**src/rtl/line_burst_adapter.sv**
```systemverilog
// rtl/line_burst_adapter.sv - cache line port to burst memory port adapter
//
// Purpose: accepts one cache line read or write request at a time and turns it
// into a burst of BEATS = LINE_W/BURST_W memory beats, lowest beat first. Read
// beats are assembled into a line buffer and returned with a one-cycle
// line_resp_o pulse; write lines are buffered at accept and streamed out beat
// by beat.
//
// Ports:
//   clk, rst       clock (rising edge), asynchronous active-low reset
//   line_read_i    line read request, held until line_resp_o
//   line_write_i   line write request, held until line_resp_o
//   line_addr_i    line byte address (offset bits ignored)
//   line_wdata_i   write line, sampled when the request is accepted
//   line_rdata_o   last read line, updated together with line_resp_o
//   line_resp_o    one-cycle completion pulse
//   mem_read_o     burst read in progress
//   mem_write_o    burst write in progress
//   mem_addr_o     line-aligned burst address
//   mem_wdata_o    current write beat
//   mem_rdata_i    read beat data, valid with mem_resp_i
//   mem_resp_i     one beat transferred this cycle
module line_burst_adapter #(
  parameter int LINE_W  = 256,
  parameter int BURST_W = 64,
  parameter int ADDR_W  = 32
) (
  input  logic               clk,
  input  logic               rst,
  input  logic               line_read_i,
  input  logic               line_write_i,
  input  logic [ADDR_W-1:0]  line_addr_i,
  input  logic [LINE_W-1:0]  line_wdata_i,
  output logic [LINE_W-1:0]  line_rdata_o,
  output logic               line_resp_o,
  output logic               mem_read_o,
  output logic               mem_write_o,
  output logic [ADDR_W-1:0]  mem_addr_o,
  output logic [BURST_W-1:0] mem_wdata_o,
  input  logic [BURST_W-1:0] mem_rdata_i,
  input  logic               mem_resp_i
);

  localparam int BEATS = LINE_W / BURST_W;
  localparam int OFF   = $clog2(LINE_W / 8);
  localparam int CNT_W = $clog2(BEATS);

  localparam logic [CNT_W-1:0]  LAST_BEAT = CNT_W'(BEATS - 1);
  // Clearing the offset with a mask keeps every address bit in use.
  localparam logic [ADDR_W-1:0] LINE_MASK = ~ADDR_W'((64'd1 << OFF) - 64'd1);

  localparam logic [1:0] S_IDLE  = 2'd0;
  localparam logic [1:0] S_READ  = 2'd1;
  localparam logic [1:0] S_WRITE = 2'd2;
  localparam logic [1:0] S_DONE  = 2'd3;

  logic [1:0]         state_q, state_d;
  logic [CNT_W-1:0]   cnt_q, cnt_d;
  logic [LINE_W-1:0]  buf_q, buf_d;
  logic [LINE_W-1:0]  rdata_q, rdata_d;
  logic [ADDR_W-1:0]  addr_q, addr_d;
  logic               mem_read_q, mem_write_q;

  always_comb begin
    state_d = state_q;
    cnt_d   = cnt_q;
    buf_d   = buf_q;
    rdata_d = rdata_q;
    addr_d  = addr_q;
    case (state_q)
      S_IDLE: begin
        // Read has priority; a simultaneous write is simply not accepted.
        if (line_read_i) begin
          addr_d  = line_addr_i & LINE_MASK;
          state_d = S_READ;
        end else if (line_write_i) begin
          addr_d  = line_addr_i & LINE_MASK;
          buf_d   = line_wdata_i;
          state_d = S_WRITE;
        end
      end
      S_READ: begin
        if (mem_resp_i) begin
          buf_d[cnt_q*BURST_W +: BURST_W] = mem_rdata_i;
          cnt_d = cnt_q + CNT_W'(1);
          if (cnt_q == LAST_BEAT) begin
            // Publish the assembled line (including this last beat) so it is
            // valid in the same cycle as the response pulse.
            rdata_d = buf_d;
            state_d = S_DONE;
          end
        end
      end
      S_WRITE: begin
        if (mem_resp_i) begin
          cnt_d = cnt_q + CNT_W'(1);
          if (cnt_q == LAST_BEAT) begin
            state_d = S_DONE;
          end
        end
      end
      default: begin
        state_d = S_IDLE;
      end
    endcase
  end

  always_ff @(posedge clk or negedge rst) begin
    if (!rst) begin
      state_q     <= S_IDLE;
      cnt_q       <= '0;
      buf_q       <= '0;
      rdata_q     <= '0;
      addr_q      <= '0;
      mem_read_q  <= 1'b0;
      mem_write_q <= 1'b0;
    end else begin
      state_q     <= state_d;
      cnt_q       <= cnt_d;
      buf_q       <= buf_d;
      rdata_q     <= rdata_d;
      addr_q      <= addr_d;
      // Decoded from the next state so the strobes track the FSM exactly and
      // fall in the cycle right after the last beat.
      mem_read_q  <= (state_d == S_READ);
      mem_write_q <= (state_d == S_WRITE);
    end
  end

  assign line_rdata_o = rdata_q;
  assign line_resp_o  = (state_q == S_DONE);
  assign mem_read_o   = mem_read_q;
  assign mem_write_o  = mem_write_q;
  assign mem_addr_o   = addr_q;
  assign mem_wdata_o  = buf_q[cnt_q*BURST_W +: BURST_W];

endmodule

```
**config.mk**
```make
export PLATFORM = sky130hd
export DESIGN_NAME = line_burst_adapter
export DESIGN_NICKNAME = d
export VERILOG_FILES = /design/src/rtl/line_burst_adapter.sv
export SDC_FILE = /design/constraint.sdc
export NUM_CORES = 1
export LEC_CHECK = 0
export CORE_MARGIN = 5
export CORE_UTILIZATION = 40
export CTS_CLUSTER_DIAMETER = 100
export DETAILED_ROUTE_END_ITERATION = 12
export PLACE_DENSITY_LB_ADDON = 0.2
export SYNTH_ARGS = -nofsm -noshare
export SYNTH_HDL_FRONTEND = slang
export SYNTH_SLANG_ARGS = --single-unit
```
**constraint.sdc**
```tcl
create_clock -name clk -period 2.5 [get_ports clk]
set_input_delay 0.25 -clock clk [delete_from_list [all_inputs] [get_ports clk]]
set_output_delay 0.25 -clock clk [all_outputs]
set_load 0.005 [all_outputs]
```
==> metrics.yaml <==
path_class: "flip-flop to output pin"
r2r-start: "cnt_q[0]"
htreeDepth: 2
violations: "setup timing"
postPlaceCellArea_mm2: 0.0374
clkTransAtPathRegs_ns: 0.06
rsz0062_at_grt: "yes"
worstSetupStartpoint: "cnt_q[0]"
start_util_pct: 40.5
drv_slew: 0
die_w_um: 280
grt_max_degree: 117
hold_class: "input port to asynchronous set/reset pin"
synth_top_area_cell: "dfrtp_1"
route.detailed.drc: 0
slew_headroom_pct: 46.3
synth-seq-cells: 545
setup_tns_ns: -0.165
cts_buffers: 60
drtAntennaViolNets: 0
yosysSeqAreaShare_pct: 46.9
die_y_um: 280
wl_um: 116000
synth_flop_cell: "dfrtp_1"
vias_per_cell: 5.78
setup_ws_ns: -0.0312
finalClockSkew_ns: 0.0143
tightest_slew_ns: 0.806
post-place-ws_ns: 0.163
rows: 98
holdWs_ns: 0.229
synth_commonest_cells: "dfrtp_1 (545), nand2_1 (322), o21ai_0 (282)"
yosys.area.top_type_share_pct: 46.9
setup_viol: 11
cts_tree: "done"
avgSynthCellArea_um2: 9.87
first_pass_iters: 6
fin_area_mm2: 0.0399
syn_to_final_growth_pct: 37.4
synthTopCellsByArea: "dfrtp_1 (47%), a211oi_2 (7.1%), nor2b_1 (5.6%), a21o_1 (5.0%), mux4_2 (5.0%)"
p_leak_nw: 17.1
finalNetCount: 3923
worstPathRequired_ns: 2.25
grt_usage_pct: 28.2
place_hpwl_um: 77200
cellPowerDensity_mw_per_mm2: 1450
crit_fanout: 5
insertion_delay_ns: 0.62
cts_buffer_depth: 3
synth_cell_types: 38
worstSetupEndpointType: "output pin"
wl_per_cell_um: 25.3
antenna_found_initial: 15
drv_cap: 0
synthArstFlopShare_pct: 100
grt_pass1_wl_um: 171000
layout-drive-gt1-share_pct: 15.3
vias: 26400
clock_sinks: 545
grt_pass1_vias: 26700
total_power_w: 0.0580
status: "complete, but fails checks"
ir_worst_vdd_mv: 0.852
max_freq_mhz: 395
worstPathArrival_ns: 2.28
yosysMostFrequentCell: "dfrtp_1"
synth_edf_count: 0
ioPinCount: 712
hold_viol_final: 0
portBuffers: 701
cts_root_buffer: "clkbuf_16"
fin_crit_sh_pct: 101
gp_congestion: 0.904
cp-start-kind: "flip-flop"
syn_area_mm2: 0.0291
die-area_mm2: 0.0782
fin_crit_ns: 2.53
core_mm2: 0.0717
overflow: 0
yosysWarnings: 0
syn_inst: 2946
first_iter_violations: 2475
registers in the layout, summed over array words and instances (netlist names):
register      cells
cnt_q             2
buf_q           256
mem_read_o        1
mem_addr_o       27
mem_write_o       1
state_q           2
line_rdata_o    256
worst paths after layout:
path,endpoint,slack [ns],depth (start not counted)
max,mem_wdata_o[1],-0.03,6
min,line_rdata_o[21],0.23,2
max reg2reg,buf_q[242],0.04,10
min reg2reg,line_rdata_o[109],0.48,2
max in group asynchronous,buf_q[128],1.45,3
min in group clk,mem_addr_o[10],0.25,2
cells by family after synthesis:
logic type	Yosys count	synth area share [%]
other cells	1	0.0129
flops	545	46.9
xor+xnor	1	0.0301
buf+inv	290	4.95
compound gates	1096	27.0
mux	92	6.04
simple gates	912	14.7
fa+ha+maj	9	0.387
layout make-up:
| cell class | count | area (um2) |
|---|---|---|
| Clock buffer | 93 | 1830 |
| Antenna cell | 11 | 27.5 |
| Fill cell | 6246 | 31800 |
| Inverter | 7 | 26.3 |
| Multi-Input combinational cell | 2115 | 14200 |
| Tap cell | 950 | 1190 |
| Timing Repair Buffer | 828 | 8810 |
| Sequential cell | 545 | 13600 |
| Clock inverter | 15 | 203 |
worst max-delay path: stages, from the launching register on:
cell	delay (ns)
dfrtp_4	0.51
buf_12	0.15
buf_12	0.13
buf_16	0.14
buf_4	0.14
mux4_2	0.45
buf_6	0.14
layout by cell type (no fill, tap or decap), types with 65 or more instances in the layout:
cell             instances
o21ai_0                282
nand2_1                322
a211oi_2               164
nor2_1                 258
clkdlybuf4s50_1        636
a21o_1                 192
a21oi_1                 65
a31oi_1                181
nor2b_1                259
dfrtp_1                543
metal layers:
metal,up-vias,global-route usage (%),routed length (um)
li1,11700,-,-
met1,13100,36.5,45600
met2,1254,46.2,55300
met3,274,6.09,9420
met4,8,11.7,5120
met5,-,0,63
stage by stage:
stage	instances	util [%]
after CTS	4547	55.4
final	4564	55.7
after detailed placement	4410	52.1
after global routing	4564	55.7
after global placement	4410	52.1
after floorplan	2950	-
power breakdown:
part | switching, W | internal (W) | total [W]
registers | 0.00319 | 0.0131 | 0.0163
clock network | 0.00373 | 0.00549 | 0.00921
logic | 0.0171 | 0.0154 | 0.0325
total | 0.0240 | 0.0340 | 0.0580
timing repair:
| action | in CTS | in global routing |
|---|---|---|
| cloned | 8 | 4 |
| resized for setup | 222 | 39 |
| endpoints found under the setup margin | 64 | 52 |
| pin swaps | 0 | 1 |
| buffers inserted | 20 | 6 |
| hold buffers | 1 | 0 |
| hold endpoints to repair | 41 | 0 |
No activity file was read; power rests on OpenSTA's default activity.
